## config.mk

```make
export PLATFORM = sky130hd
export DESIGN_NAME = alu_multicycle
export DESIGN_NICKNAME = d
export VERILOG_FILES = /design/src/rtl/alu_pkg.sv /design/src/rtl/alu_iter_muldiv.sv /design/src/rtl/alu_multicycle.sv
export SDC_FILE = /design/constraint.sdc
export NUM_CORES = 1
export LEC_CHECK = 0
export CAP_MARGIN = 30
export CELL_PAD_IN_SITES_DETAIL_PLACEMENT = 0
export CELL_PAD_IN_SITES_GLOBAL_PLACEMENT = 1
export CORE_ASPECT_RATIO = 2
export CORE_MARGIN = 2
export CORE_UTILIZATION = 47
export CTS_BUF_LIST = sky130_fd_sc_hd__clkbuf_4
export DETAILED_ROUTE_END_ITERATION = 7
export PLACE_DENSITY = 0.92
export SYNTH_ARGS = -nofsm -noshare
export SYNTH_HDL_FRONTEND = slang
export SYNTH_SLANG_ARGS = --single-unit
```

## constraint.sdc

```tcl
create_clock -name clk -period 4.9 [get_ports clk]
set_input_delay 0.98 -clock clk [delete_from_list [all_inputs] [get_ports clk]]
set_output_delay 0.98 -clock clk [all_outputs]
set_load 0.005 [all_outputs]
```

## src/rtl/alu_pkg.sv

```systemverilog
// Opcode encoding and FSM state type shared by the multi-cycle ALU.
// Build with ALU_MULDIV_EN defined to add the MUL/DIV engine states.
package alu_pkg;

    localparam int OP_W = 4;

    localparam logic [OP_W-1:0] OP_ADD  = 4'b0000;
    localparam logic [OP_W-1:0] OP_SUB  = 4'b0001;
    localparam logic [OP_W-1:0] OP_NOT  = 4'b0010;
    localparam logic [OP_W-1:0] OP_SHL  = 4'b0011;
    localparam logic [OP_W-1:0] OP_SHR  = 4'b0100;
    localparam logic [OP_W-1:0] OP_AND  = 4'b0101;
    localparam logic [OP_W-1:0] OP_OR   = 4'b0110;
    localparam logic [OP_W-1:0] OP_SLT  = 4'b0111;
    localparam logic [OP_W-1:0] OP_MUL  = 4'b1100;
    localparam logic [OP_W-1:0] OP_MULH = 4'b1101;
    localparam logic [OP_W-1:0] OP_DIV  = 4'b1110;
    localparam logic [OP_W-1:0] OP_REM  = 4'b1111;

`ifdef ALU_MULDIV_EN
    typedef enum logic [1:0] {
        ST_IDLE = 2'd0,
        ST_DONE = 2'd1,
        ST_MUL  = 2'd2,
        ST_DIV  = 2'd3
    } state_e;
`else
    typedef enum logic {
        ST_IDLE = 1'b0,
        ST_DONE = 1'b1
    } state_e;
`endif

endpackage

```

## src/rtl/alu_iter_muldiv.sv

```systemverilog
// Iterative engine: shift-add multiply or restoring divide, one bit per cycle over WIDTH cycles.
// hi/lo present the result of the current step so the final step can be captured as done rises.
module alu_iter_muldiv
    import alu_pkg::*;
#(
    parameter int WIDTH = 16
) (
    input  logic             clk,
    input  logic             rst_n,
    input  logic             start,
    input  logic             is_div,
    input  logic [WIDTH-1:0] a,
    input  logic [WIDTH-1:0] b,
    output logic             busy,
    output logic             done,
    output logic [WIDTH-1:0] hi,
    output logic [WIDTH-1:0] lo
);

    localparam int CW = $clog2(WIDTH);

    logic [CW-1:0]    cnt_q, cnt_d;
    logic             busy_q, busy_d;
    logic             is_div_q, is_div_d;
    logic [WIDTH-1:0] hi_q, hi_d, lo_q, lo_d, b_q, b_d;
    logic [WIDTH-1:0] step_hi, step_lo, div_diff;
    logic [WIDTH:0]   mul_sum, div_trial;
    logic             div_ge, last;

    assign last = (cnt_q == CW'(WIDTH - 1));

    always_comb begin
        // Multiply: hi:lo holds partial product : remaining multiplier bits.
        // Divide:   hi:lo holds partial remainder : dividend bits becoming quotient bits.
        mul_sum   = {1'b0, hi_q} + (lo_q[0] ? {1'b0, b_q} : '0);
        div_trial = {hi_q, lo_q[WIDTH-1]};
        div_ge    = (div_trial >= {1'b0, b_q});
        div_diff  = div_trial[WIDTH-1:0] - b_q;

        if (is_div_q) begin
            step_hi = div_ge ? div_diff : div_trial[WIDTH-1:0];
            step_lo = {lo_q[WIDTH-2:0], div_ge};
        end else begin
            step_hi = mul_sum[WIDTH:1];
            step_lo = {mul_sum[0], lo_q[WIDTH-1:1]};
        end

        busy_d   = busy_q;
        cnt_d    = cnt_q;
        hi_d     = hi_q;
        lo_d     = lo_q;
        b_d      = b_q;
        is_div_d = is_div_q;

        if (start) begin
            busy_d   = 1'b1;
            cnt_d    = '0;
            hi_d     = '0;
            lo_d     = a;
            b_d      = b;
            is_div_d = is_div;
        end else if (busy_q) begin
            hi_d  = step_hi;
            lo_d  = step_lo;
            cnt_d = cnt_q + CW'(1);
            if (last) begin
                busy_d = 1'b0;
            end
        end
    end

    always_ff @(posedge clk or negedge rst_n) begin
        if (!rst_n) begin
            busy_q   <= 1'b0;
            cnt_q    <= '0;
            hi_q     <= '0;
            lo_q     <= '0;
            b_q      <= '0;
            is_div_q <= 1'b0;
        end else begin
            busy_q   <= busy_d;
            cnt_q    <= cnt_d;
            hi_q     <= hi_d;
            lo_q     <= lo_d;
            b_q      <= b_d;
            is_div_q <= is_div_d;
        end
    end

    assign busy = busy_q;
    assign done = busy_q & last;
    assign hi   = step_hi;
    assign lo   = step_lo;

endmodule

```

## src/rtl/alu_multicycle.sv

```systemverilog
// EX-stage ALU with valid/ready handshake, one operation in flight, registered result and flags.
// Define ALU_MULDIV_EN to build the iterative MUL/DIV engine; otherwise opcodes 1100-1111 are illegal.
module alu_multicycle
    import alu_pkg::*;
#(
    parameter int WIDTH = 16,
    parameter int CNT_W = OP_W
) (
    input  logic             clk,
    input  logic             rst_n,
    input  logic             in_valid,
    output logic             in_ready,
    input  logic [CNT_W-1:0] op,
    input  logic [WIDTH-1:0] in1,
    input  logic [WIDTH-1:0] in2,
    output logic             out_valid,
    input  logic             out_ready,
    output logic [WIDTH-1:0] result,
    output logic             zero,
    output logic             div_by_zero,
    output logic             illegal_op
);

    localparam int               SH_W    = $clog2(WIDTH);
    localparam logic [WIDTH-1:0] WIDTH_V = WIDTH'(WIDTH);

    state_e           state_q, state_d;
    logic [WIDTH-1:0] result_q, result_d;
    logic             zero_q, zero_d;
    logic             dbz_q, dbz_d;
    logic             ill_q, ill_d;
    logic [WIDTH-1:0] alu_res;
    logic             alu_ill;
    logic             div_zero;

`ifdef ALU_MULDIV_EN
    logic             hi_sel_q, hi_sel_d;
    logic             is_muldiv, eng_start, eng_busy, eng_done;
    logic [WIDTH-1:0] eng_hi, eng_lo, eng_res;

    assign is_muldiv = (op == OP_MUL) || (op == OP_MULH) || (op == OP_DIV) || (op == OP_REM);
    assign div_zero  = ((op == OP_DIV) || (op == OP_REM)) && (in2 == '0);
    assign eng_start = in_valid && in_ready && is_muldiv && !div_zero;
    assign eng_res   = hi_sel_q ? eng_hi : eng_lo;

    alu_iter_muldiv #(.WIDTH(WIDTH)) u_engine (
        .clk    (clk),
        .rst_n  (rst_n),
        .start  (eng_start),
        .is_div (op[1]),
        .a      (in1),
        .b      (in2),
        .busy   (eng_busy),
        .done   (eng_done),
        .hi     (eng_hi),
        .lo     (eng_lo)
    );

    engine_busy_a: assert property (@(posedge clk) disable iff (!rst_n)
        (state_q == ST_MUL || state_q == ST_DIV) |-> eng_busy);
`else
    assign div_zero = 1'b0;
`endif

    always_comb begin
        // NOTE: every combinational output is defaulted first so no path leaves it unassigned (no latch).
        alu_res = '0;
        alu_ill = 1'b0;
        case (op)
            OP_ADD:  alu_res = in1 + in2;
            OP_SUB:  alu_res = in1 - in2;
            OP_NOT:  alu_res = ~in1;
            OP_SHL:  alu_res = (in2 >= WIDTH_V) ? '0 : (in1 << in2[SH_W-1:0]);
            OP_SHR:  alu_res = (in2 >= WIDTH_V) ? '0 : (in1 >> in2[SH_W-1:0]);
            OP_AND:  alu_res = in1 & in2;
            OP_OR:   alu_res = in1 | in2;
            OP_SLT:  alu_res = {{(WIDTH-1){1'b0}}, (in1 < in2)};
`ifdef ALU_MULDIV_EN
            // Only reached as a 1-cycle result when the divisor is zero.
            OP_DIV:  alu_res = '1;
            OP_REM:  alu_res = in1;
            OP_MUL,
            OP_MULH: alu_res = '0;
`endif
            default: alu_ill = 1'b1;
        endcase
    end

    always_comb begin
        state_d  = state_q;
        result_d = result_q;
        zero_d   = zero_q;
        dbz_d    = dbz_q;
        ill_d    = ill_q;
`ifdef ALU_MULDIV_EN
        hi_sel_d = hi_sel_q;
`endif
        case (state_q)
            ST_IDLE: begin
                if (in_valid) begin
`ifdef ALU_MULDIV_EN
                    if (eng_start) begin
                        state_d  = op[1] ? ST_DIV : ST_MUL;
                        hi_sel_d = op[0];
                    end else
`endif
                    begin
                        state_d  = ST_DONE;
                        result_d = alu_res;
                        zero_d   = (alu_res == '0);
                        dbz_d    = div_zero;
                        ill_d    = alu_ill;
                    end
                end
            end
`ifdef ALU_MULDIV_EN
            ST_MUL, ST_DIV: begin
                if (eng_done) begin
                    state_d  = ST_DONE;
                    result_d = eng_res;
                    zero_d   = (eng_res == '0);
                    dbz_d    = 1'b0;
                    ill_d    = 1'b0;
                end
            end
`endif
            ST_DONE: begin
                if (out_ready) begin
                    state_d = ST_IDLE;
                end
            end
            default: state_d = ST_IDLE;
        endcase
    end

    // NOTE: state uses non-blocking assignments so every flop updates from the same pre-edge values.
    always_ff @(posedge clk or negedge rst_n) begin
        if (!rst_n) begin
            state_q  <= ST_IDLE;
            result_q <= '0;
            zero_q   <= 1'b0;
            dbz_q    <= 1'b0;
            ill_q    <= 1'b0;
`ifdef ALU_MULDIV_EN
            hi_sel_q <= 1'b0;
`endif
        end else begin
            state_q  <= state_d;
            result_q <= result_d;
            zero_q   <= zero_d;
            dbz_q    <= dbz_d;
            ill_q    <= ill_d;
`ifdef ALU_MULDIV_EN
            hi_sel_q <= hi_sel_d;
`endif
        end
    end

    assign in_ready    = (state_q == ST_IDLE);
    assign out_valid   = (state_q == ST_DONE);
    assign result      = result_q;
    assign zero        = zero_q;
    assign div_by_zero = dbz_q;
    assign illegal_op  = ill_q;

endmodule

```

==> run summary, run 1 <==
Gr ovfl total -> 0
CTS Buf Count -> 3
Via count -> 5408
CP max-delay cell -> clkdlybuf4s50_1
Die Footprint -> 11000 µm²
Crit path largest cell delay -> 0.55 ns
Setup WS post-layout -> 0.374 ns
Top FF cell, synth -> dfrtp_1
Slew Viols, Final -> 0
Nets -> 778
Largest area contributor in the netlist -> ha_1
Post-Syn Instances -> 620
Post CTS Setup Buffer Count -> 0
Final antenna diode count -> 0
Die Y -> 146 µm
Clock sink count -> 19
CP Launch Type -> input pin
Arrival @ worst endpoint -> 4.77 ns
Setup violators final -> 0
Slew margin rel. -> 27.3%
Number of global-route vias before repair -> 5361
Initial core utilization -> 47.5%
Power Dens Cells -> 160 nW/µm²
Pre-CTS setup slack -> 0.125 ns
Root buf cell -> clkbuf_4
Clk_lat worst skew -> 0.30 ns
Sequential fraction of the synthesis area -> 9.99%
Die Wd -> 75.1 µm
Synth Warn # -> 0
Bufs on Longest Clock Path -> 2
Max FO, Critical Path -> 5
Cell Rows -> 52
GRT Total Usage -> 37.0%
Post-Route Skew -> 0.00626 ns
Final Util -> 56.8%
Status -> completed
Tcrit/Tclk final -> 92.4%
Post-CTS Hold Buffers -> 0
IO Count -> 61
Leading post-synthesis cells by cell area -> ha_1 (14%), dfrtp_1 (10%), mux4_2 (8.5%), a21oi_1 (4.8%), nand2_1 (4.6%)
Leak -> 0.00244 µW
Avg Vias per Cell -> 6.61
Library cells used by synthesis -> 85
Hold Vio Cnt, Final -> 0
Core ar. -> 10000 µm²
Wire length after detailed routing -> 20.2 mm
First-pass GRT wire length -> 30.4 mm
Crit Reg-Reg Startpoint -> out_valid
RSZ-0062 raised after global routing -> no
Design area -> 5690 µm²
Worst reg2reg path endpoint -> zero
RD Place Congestion -> 1.04
I/O Buffers -> 59
Synth top area share -> 13.7%
Initial antenna violation count -> 0
Max IR drop VDD -> 108 µV
Post-synthesis sequential element count -> 19
Largest net degree at the start of global routing -> 43
Fin crit period -> 4.53 ns
Pre-antenna DRT Iters -> 6
Total power -> 913 µW
CP startpoint -> in1[0]
CTS tree -> yes
Req. time, crit path -> 5.15 ns
Post-CTS Resized -> 0
Worst-margin pin slew -> 1.08 ns
Hpwl dp -> 16.3 mm
Share of layout cells above drive strength 1 -> 14.8%
Fmax -> 221 MHz
Worst Hold Class -> register to register
Area grow syn2layout -> 19.7%
Critical-path cell list -> clkdlybuf4s50_1 -> inv_1 -> ha_1 -> fa_1 -> nor2_2 -> o221ai_2 -> a2111o_1 -> a221o_1 -> o211ai_1 -> o2111ai_1 -> or3_2 -> nor4_1 -> a32o_1
Final TNS setup -> 0 ns
Netlist Area Pre-Place -> 4760 µm²
CTS H-tree depth -> 1
WS Path Type -> input pin to register
R2R Setup Slk -> 2.32 ns
Post-synth net total -> 714
Setup crit end -> zero
Placed cell areas -> 5660 µm²
Asr flop ratio synth -> 100%
Worst-path clk slew -> 0.11 ns
Post-synth EDFFs -> 0
DRC violations left -> 0
Critical Path Sink Type -> register
Post-route ant nets -> 0
Max-Cap Viols -> 0
Detailed Route Iter0 Violations -> 514
Post-synthesis average cell area -> 7.67 µm²
Reg2reg path depth -> 9
DR WL/cell -> 24.7 µm
[kinds of logic after synthesis]
logic type	share of synthesized area (%)
AO/OA/AOI/OAI	29.4
AND/OR/NAND/NOR	20.2
buffers and inverters	8.50
adder cells (fa/ha/maj)	14.5
multiplexers	15.6
flip-flops	9.99
XOR/XNOR	1.66
other	0.0788
[layout make-up]
type | instances | area [µm²]
Multi-Input combinational cell | 505 | 3880
Fill cell | 1001 | 4330
Sequential cell | 19 | 475
Inverter | 49 | 184
Timing Repair Buffer | 106 | 951
Clock buffer | 4 | 30.0
Tap cell | 135 | 169
[through the flow]
step,cells,hold slack (ns)
floorplan,620,0.473
global placement,814,0.464
detailed placement,814,0.478
CTS,818,0.503
global route,818,0.532
finish,818,0.492
[synth_stat cells (all sizes together), types with 8 or more instances]
library cell   n
a211oi        14
a21oi         46
buf           17
clkbuf        30
dfrtp         19
ha            52
inv           49
mux2          13
mux2i         19
mux4          18
nand2         58
nand2b         9
nand3          8
nor2          45
nor3          18
nor4           9
o211ai         8
o21ai         38
o221ai        12
[power by group]
| group | internal (µW) | switching [µW] | leakage (µW) |
|---|---|---|---|
| combinational | 280 | 343 | 0.00218 |
| sequential | 187 | 18.0 | 0.000245 |
| clock | 37.3 | 47.6 | 0.0000184 |
| total | 504 | 408 | 0.00244 |
[registers in the layout, indices dropped and copies added (netlist names)]
signal and cells:
out_valid 1, illegal_op 1, zero 1, result 16
[metal layers]
layer	global-route usage, %	part of all wire, %
met1	41.0	35
met4	24.2	8.5
met3	4.62	5.8
met5	0	0
met2	63.0	50
[cell usage in the layout, fill, tap and decap left out, types with 6 or more instances in the layout]
| cell type | count |
|---|---|
| mux2i_1 | 19 |
| ha_1 | 52 |
| a211oi_1 | 13 |
| buf_4 | 46 |
| o22ai_1 | 7 |
| or3_1 | 6 |
| mux4_2 | 18 |
| nor2b_1 | 6 |
| nand2b_1 | 9 |
| o211ai_1 | 8 |
| clkdlybuf4s50_1 | 58 |
| inv_1 | 47 |
| dfrtp_1 | 19 |
| o221ai_1 | 11 |
| xnor2_1 | 7 |
| nand3_1 | 8 |
| mux2_2 | 12 |
| a21oi_1 | 46 |
| nand2_1 | 58 |
| o21ai_0 | 32 |
| o21ai_1 | 6 |
| nor3_1 | 18 |
| nor2_1 | 44 |
| nor4_1 | 8 |
| a2111oi_0 | 6 |
[how the worst min path moves through the flow]
stage,cells after the start,from,to
2_1_floorplan,2,result[10],result[10]
3_3_place_gp,2,result[1],result[1]
3_5_place_dp,2,result[10],result[10]
4_1_cts,2,result[10],result[10]
5_1_grt,2,result[2],result[2]
6_report,2,result[2],result[2]
[critical path, delay by kind of cell]
family	cells	cell delay [ns]
AO/OA/AOI/OAI	6	1.56
AND/OR/NAND/NOR	3	0.92
buffers and inverters	2	0.65
adder cells (fa/ha/maj)	2	0.67
No activity file was read; power rests on OpenSTA's default activity.
==> inputs of run 2 (changes only) <==
Settings changed: CORE_UTILIZATION 47 to 39, PLACE_DENSITY 0.92 to 0.82.
Clock period 4.9 ns to 3.8 ns, I/O delays scaled along.
==> run 2 against run 1 <==
Against the previous run: final area grew 28%; die area is 20% higher; global-route usage decreased by 2.9 points; setup slack lost 0.32 ns; critical path depth fell by 1; total power rose by 54%; combinational power increased by 65%; cell count grew 22%; utilization rose by 3.6 points; clock power grew 30%; critical endpoint unchanged; highest routed layer unchanged.
==> run summary, run 2 (same netlist as run 1, synthesis figures left out) <==
Fin crit period -> 3.75 ns
Buf+Inv Stages, Crit Path -> 2
Gr ovfl total -> 0
Detailed Route Iter0 Violations -> 561
Worst reg2reg path endpoint -> zero
Critical path's top delay family -> simple AND/OR/NAND/NOR gates
Crit path largest cell delay -> 0.55 ns
Max FFs per register -> 16
Most common cell after layout, fill and taps aside -> buf_4
Req. time, crit path -> 4.04 ns
Worst Hold Class -> register to register
Leak -> 0.00335 µW
Wire length after detailed routing -> 22.3 mm
Avg Vias per Cell -> 6.24
Initial core utilization -> 39.5%
IO Count -> 61
Total power -> 1410 µW
Final TNS setup -> 0 ns
DR WL/cell -> 22.3 µm
Sequential cell area -> 475 µm²
CTS H-tree depth -> 1
Die Wd -> 82.1 µm
Critical path depth in cells -> 12
Hold Crit Start -> result[14]
Area of the multi-input gates -> 4150 µm²
Tcrit/Tclk final -> 98.7%
R2R Setup Slk -> 1.41 ns
Largest net degree at the start of global routing -> 37
Post-Route Skew -> 0.00176 ns
Max FO, Critical Path -> 3
Bufs on Longest Clock Path -> 2
Setup crit end -> zero
GRT Total Usage -> 34.1%
Setup violators final -> 0
Crit Reg-Reg Startpoint -> out_valid
Final antenna diode count -> 0
Critical-path cell list -> clkdlybuf4s15_1 -> inv_2 -> ha_4 -> o21ba_4 -> or4_4 -> a32oi_4 -> xnor2_2 -> a221oi_2 -> nand3_1 -> or4b_4 -> nor4_4 -> a32o_1
I/O Buffers -> 59
CP startpoint -> in1[1]
Die Y -> 160 µm
Hpwl dp -> 18.3 mm
Die Footprint -> 13200 µm²
CTS tree -> yes
Final Util -> 60.4%
Slew margin rel. -> 44.3%
Power Dens Cells -> 193 nW/µm²
Pre-antenna DRT Iters -> 7
Cell Rows -> 57
Area grow syn2layout -> 53.1%
DRC violations left -> 0
Arrival @ worst endpoint -> 3.99 ns
Reg2reg path depth -> 8
Clock sink count -> 19
Post-CTS Hold Buffers -> 0
Core ar. -> 12100 µm²
Most frequent cells in the layout -> buf_4 (213), nand2_1 (58), clkdlybuf4s50_1 (46)
Number of global-route vias before repair -> 6293
Max IR drop VDD -> 201 µV
Root buf cell -> clkbuf_4
Filler Cell Count -> 1116
Fmax -> 267 MHz
RD Place Congestion -> 1.01
WS Path Type -> input pin to register
Post-route ant nets -> 0
CP max-delay cell -> or4_4
Initial antenna violation count -> 0
Hold Vio Cnt, Final -> 0
Share of layout cells above drive strength 1 -> 37.3%
First-pass GRT wire length -> 33.9 mm
Worst-margin pin slew -> 0.834 ns
CP Launch Type -> input pin
Nets -> 948
Status -> completed
Critical Path Sink Type -> register
Worst-path clk slew -> 0.11 ns
CTS Buf Count -> 3
Slew Viols, Final -> 0
Max-Cap Viols -> 0
Via count -> 6242
Clk_lat worst skew -> 0.29 ns
## run 2: changes by cell type in the layout (fill, tap and decap cells not counted), moves of 7 or more
cell             delta
buf_4             +167
ha_1               -14
clkdlybuf4s50_1    -12
inv_1              -12
inv_2              +12
dlymetal6s2s_1      +7
ha_2                +7
ha_4                +7
## run 2: how the worst min path moves through the flow
stage	depth (start not counted)	to	slack [ns]
2_1_floorplan	0	illegal_op	0.46
3_3_place_gp	2	result[1]	0.46
3_5_place_dp	2	result[3]	0.47
4_1_cts	2	result[3]	0.50
5_1_grt	2	result[3]	0.53
6_report	2	result[14]	0.49
## run 2: stage by stage
step / instances / cell area [µm²] / setup WS, ns / hold WS [ns]
2_1_floorplan: 620 / 4780 / 0.00620 / 0.464
3_3_place_gp: 991 / 6920 / -0.676 / 0.463
3_5_place_dp: 991 / 6920 / -0.726 / 0.474
4_1_cts: 996 / 7090 / 0.00138 / 0.498
5_1_grt: 1000 / 7280 / -0.0104 / 0.528
6_report: 1000 / 7280 / 0.0497 / 0.495
## run 2: cell type report
class                      count  area share, %
clock buffer                   4          0.412
inverter                      49           2.53
multi-input combinational    505           57.0
sequential                    19           6.53
tap                          147           2.53
timing repair buffer         276           31.0
## run 2: report_power, final
part / total [µW] / switching [µW] / leakage (µW) / internal (µW)
Clock: 110 / 62.4 / 0.0000184 / 47.9
Combinational: 1030 / 506 / 0.00309 / 527
Sequential: 264 / 23.4 / 0.000245 / 241
Total: 1410 / 592 / 0.00335 / 816
## run 2: what timing repair did
item,in CTS,in global routing
buffers inserted,1,5
pin swaps,16,24
resized for setup,34,41
setup endpoints to repair,3,2
## run 2: per-layer routing
layer	GRT usage, %	wire (µm)
met1	37.5	7610
met2	59.2	11300
met3	3.45	1360
met4	22.6	2000
met5	0	0
## run 2: tightest hold or removal path, cell delays in order (launching register included)
cell     delay [ns]
dfrtp_1        0.36
nand2_1        0.05
o21ai_0        0.06
==> RTL edit 1: new RTL, settings of run 2 <==
Add a define of `ALU_MULDIV_EN`.
--- a/src/rtl/alu_pkg.sv
+++ b/src/rtl/alu_pkg.sv
@@ -1,5 +1,7 @@
 // Opcode encoding and FSM state type shared by the multi-cycle ALU.
 // Build with ALU_MULDIV_EN defined to add the MUL/DIV engine states.
+`define ALU_MULDIV_EN
+
 package alu_pkg;
 
     localparam int OP_W = 4;
Function: changed (Yosys sat finds a counterexample within 4 cycles, from zero or initial values and one cycle with rst_n low).
==> RTL edit 1 against run 2 <==
Synthesized cell count rose by 110%; critical path depth rose by 2; wire length rose by 110%; register-to-register slack got worse by 1.3 ns; setup slack improved by 0.031 ns; final area rose by 90%; sequential cell count rose by 57; area after synthesis rose by 120%; largest cell class unchanged.
Power is left out: it rests on default switching activity, and per cell area and clock period it moved more than threefold.
==> RTL edit 1: results (changes against run 2) <==
stage,metric,value,unit,change
status,status,"finished, final reports clean",,
worst_setup_path,reg2reg_depth,14,,+6
global_route,grtUsageMet2,65.0,%,+5.8 points
finish,layout.nets,1771,,+87%
finish,drive_gt1_share,26.7,%,-11 points
finish,fillers,2541,,+130%
timing,finClkSkew,0.0205,ns,+0.0188 ns
clocking,worstSkewPairLatency,0.50,ns,+0.21 ns
clocking,htreeDepth,3,,+2
placement,dp_slack,-0.462,ns,+0.264 ns
synthesis,ys_seq_area_share,18.4,%,+8.4 points
synthesis,synth_cell_types,94,,+11%
timing,max_freq,269,MHz,+0.82%
global_route,grtUsageTotal,34.3,%,+0.18 points
synthesis,synth_commonest_cells,"nand2_1 (131), nor2_1 (121), a21oi_1 (97)",,
worst_setup_path,r2r_setup_slack,0.08,ns,-1.33 ns
worst_setup_path,critPathMaxStageDelay,0.58,ns,+0.03 ns
placement,io_buffer_count,60,,+1.7%
synthesis,synth_compound_area_share,26.5,%,-2.9 points
synthesis,syn_nets,1461,,+100%
global_route,gr-usage-met3,3.80,%,+0.36 points
synthesis,synth_area_leaders,"dfrtp_1 (18%), ha_1 (11%), mux4_2 (5.4%)",,
global_route,use_met1,30.5,%,-7.0 points
clocking,cts_inserted_buffers,9,,+6
placement,dpl.hpwl,39.4,mm,+120%
synthesis,synthAdderAreaFrac,11.3,%,-3.2 points
global_route,grt_max_degree,52,,+41%
synthesis,yosys.area_share.xor_xnor,2.45,%,+0.80 points
routing,wl_met1,15.0,mm,+97%
global_route,grt_pass1_vias,12341,,+96%
routing,drtPass1Iterations,5,,-2
routing,routed_wl,47.7,mm,+110%
global_route,grt_pass1_wl,71.2,mm,+110%
timing,max_slew_margin,43.1,%,-1.2 points
hold_path,hp-class,input port to asynchronous set/reset pin,,
[RTL edit 1: cell types whose count changed in the layout (fill, tap and decap cells not counted), moves of 49 or more]
| cell | run 2 | this run |
|---|---|---|
| dfrtp_1 | 19 | 74 |
| buf_4 | 213 | 331 |
| o21ai_0 | 32 | 93 |
| nor2_1 | 43 | 121 |
| a21oi_1 | 43 | 93 |
| nand2_1 | 58 | 131 |
| ha_1 | 38 | 87 |
[RTL edit 1: through the flow]
stage               cell area (µm²)  hold WS (ns)  utilization (%)
floorplan                     10400         0.463                -
global placement              13600         0.468             51.8
detailed placement            13600         0.470             51.8
CTS                           13700         0.304             52.5
global route                  13800         0.348             52.9
finish                        13800         0.301             52.9
[RTL edit 1: cell type report]
cell class                      instances  area share [%]
Antenna cell                            1          0.0181
Clock buffer                            9           0.488
Clock inverter                          7           0.651
Inverter                               79            2.15
Multi-Input combinational cell       1077            56.7
Sequential cell                        76            13.8
Tap cell                              344            3.11
Timing Repair Buffer                  397            23.1
==> RTL edit 2: new RTL, config.mk and constraints of run 2 <==
Without the edit above. Reset style: synchronous (`rst_n`), changed in one clocked block.
--- a/src/rtl/alu_multicycle.sv
+++ b/src/rtl/alu_multicycle.sv
@@ -134,7 +134,7 @@
     end
 
     // NOTE: state uses non-blocking assignments so every flop updates from the same pre-edge values.
-    always_ff @(posedge clk or negedge rst_n) begin
+    always_ff @(posedge clk) begin
         if (!rst_n) begin
             state_q  <= ST_IDLE;
             result_q <= '0;
Formal check against the unedited RTL: differs if rst_n is asserted again (counterexample within 4 cycles, from zero or initial values and one cycle with rst_n low); with rst_n held inactive, the same outputs for 10 cycles.
==> RTL edit 2 against run 2 <==
Sequential share of layout area shrank 0.18 points; final area down 18%; sequential cell count unchanged; total power shrank 22%; area after synthesis down 4.2%; wire length down 12%; setup slack gained 0.053 ns; critical path depth is 1 higher.
==> RTL edit 2: results (changes against run 2) <==
stage,metric,value,unit,change
routing,wl_met1,6.96,mm,-8.5%
routing,dr_wl_met2,9.82,mm,-13%
global_route,grt_pass1_wl,30.3,mm,-11%
synthesis,synth-main-ff-cell,dfxtp_1,,
routing,drt_iter0_drc,534,,-4.8%
worst_setup_path,critPathMaxStageDelay,0.51,ns,-0.04 ns
placement,dpl.hpwl,16.2,mm,-12%
synthesis,syn_nets,711,,-0.42%
clocking,worstSkewPairLatency,0.32,ns,+0.03 ns
clocking,htreeDepth,1,,unchanged
power,peakVddDrop,0.169,mV,-16%
routing,drtPass1Iterations,5,,-2
power,p_leak,2.58,nW,-23%
routing,routed_wl,19.7,mm,-12%
placement,gp_congestion,0.982,,-2.3%
finish,layout.nets,832,,-12%
synthesis,synthCells,617,,-0.48%
global_route,grtUsageMet2,55.2,%,-3.9 points
global_route,use_met1,33.2,%,-4.2 points
synthesis,synth_commonest_cells,"ha_1 (52), nand2_1 (49), nor2_1 (45)",,
routing,wl_met3,838,µm,-38%
finish,fillers,1170,,+4.8%
placement,place_area,5920,µm²,-14%
power,swShare,44.8,%,+2.8 points
global_route,antenna_found_initial,0,,unchanged
routing,wl_per_cell,22.4,µm,+0.29%
routing,num_vias,5510,,-12%
worst_setup_path,cp.arrival,3.94,ns,-0.05 ns
timing,finClkSkew,0.00331,ns,+0.00155 ns
synthesis,synth-async-reset-ratio,0,%,-100 points
timing,max_slew_margin,46.4,%,+2.1 points
finish,largest_register_ffs,16,,unchanged
global_route,grtUsageTotal,31.6,%,-2.5 points
placement,dp_slack,-0.302,ns,+0.424 ns
finish,area_delta_synth_final,31.4,%,
clocking,cts_setup_buffers,0,,-1
global_route,grt_max_degree,44,,+19%
synthesis,synth_area_leaders,"ha_1 (14%), dfxtp_1 (8.3%), mux4_2 (7.4%)",,
finish,drive_gt1_share,21.4,%,-16 points
placement,placedCellCount,875,,-12%
synthesis,synth_cell_types,75,,-12%
synthesis,ys_seq_area_share,8.34,%,-1.6 points
global_route,grt_pass1_vias,5578,,-11%
status,status,"finished, final reports clean",,
worst_setup_path,cp_slowest_cell,clkdlybuf4s50_1,,
RTL edit 2: repair_timing:
| action | 4_1_cts | 5_1_grt |
|---|---|---|
| endpoints found under the hold margin | 0 | 0 |
| resized for setup | 0 | 10 |
| setup endpoints to repair | 0 | 2 |
RTL edit 2: worst paths after layout:
kind | start | to | slack, ns | depth (start not counted)
hold / removal | illegal_op | illegal_op | 0.46 | 2
hold reg to reg | illegal_op | illegal_op | 0.46 | 2
setup / recovery | in1[0] | zero | 0.10 | 13
setup reg to reg | out_valid | zero | 1.75 | 8
RTL edit 2: kinds of logic after synthesis:
logic type | after synthesis | synth area share, %
flip-flops | 19 | 8.34
adder cells (fa/ha/maj) | 54 | 15.2
XOR/XNOR | 11 | 2.11
multiplexers | 41 | 13.4
buffers and inverters | 98 | 9.36
other | 1 | 0.0823
AND/OR/NAND/NOR | 190 | 21.0
AO/OA/AOI/OAI | 203 | 30.6
RTL edit 2: worst register-to-register path: stages, from the launching register on:
cell and delay [ns]:
dfxtp_1 0.36, nor2b_1 0.33, o221ai_1 0.19, a221oi_1 0.27, o221ai_1 0.22, nor2_1 0.12
and4_1 0.21, nand4_1 0.09, o31ai_2 0.18
RTL edit 2: area by class of cell:
class,instances,area share (%)
Multi-Input combinational cell,500,63.3
Timing Repair Buffer,168,24.1
Sequential cell,19,6.35
Inverter,46,2.88
Clock inverter,1,0.0835
Tap cell,142,2.97
Clock buffer,3,0.376
RTL edit 2: power groups by stage:
stage,logic (mW),clock network (mW),registers (mW)
6_report,0.766,0.107,0.220
5_1_grt,0.826,0.117,0.222
4_1_cts,0.746,0.109,0.221
3_5_place_dp,0.744,0,0.225
3_3_place_gp,0.736,0,0.224
2_1_floorplan,0.404,0,0.226
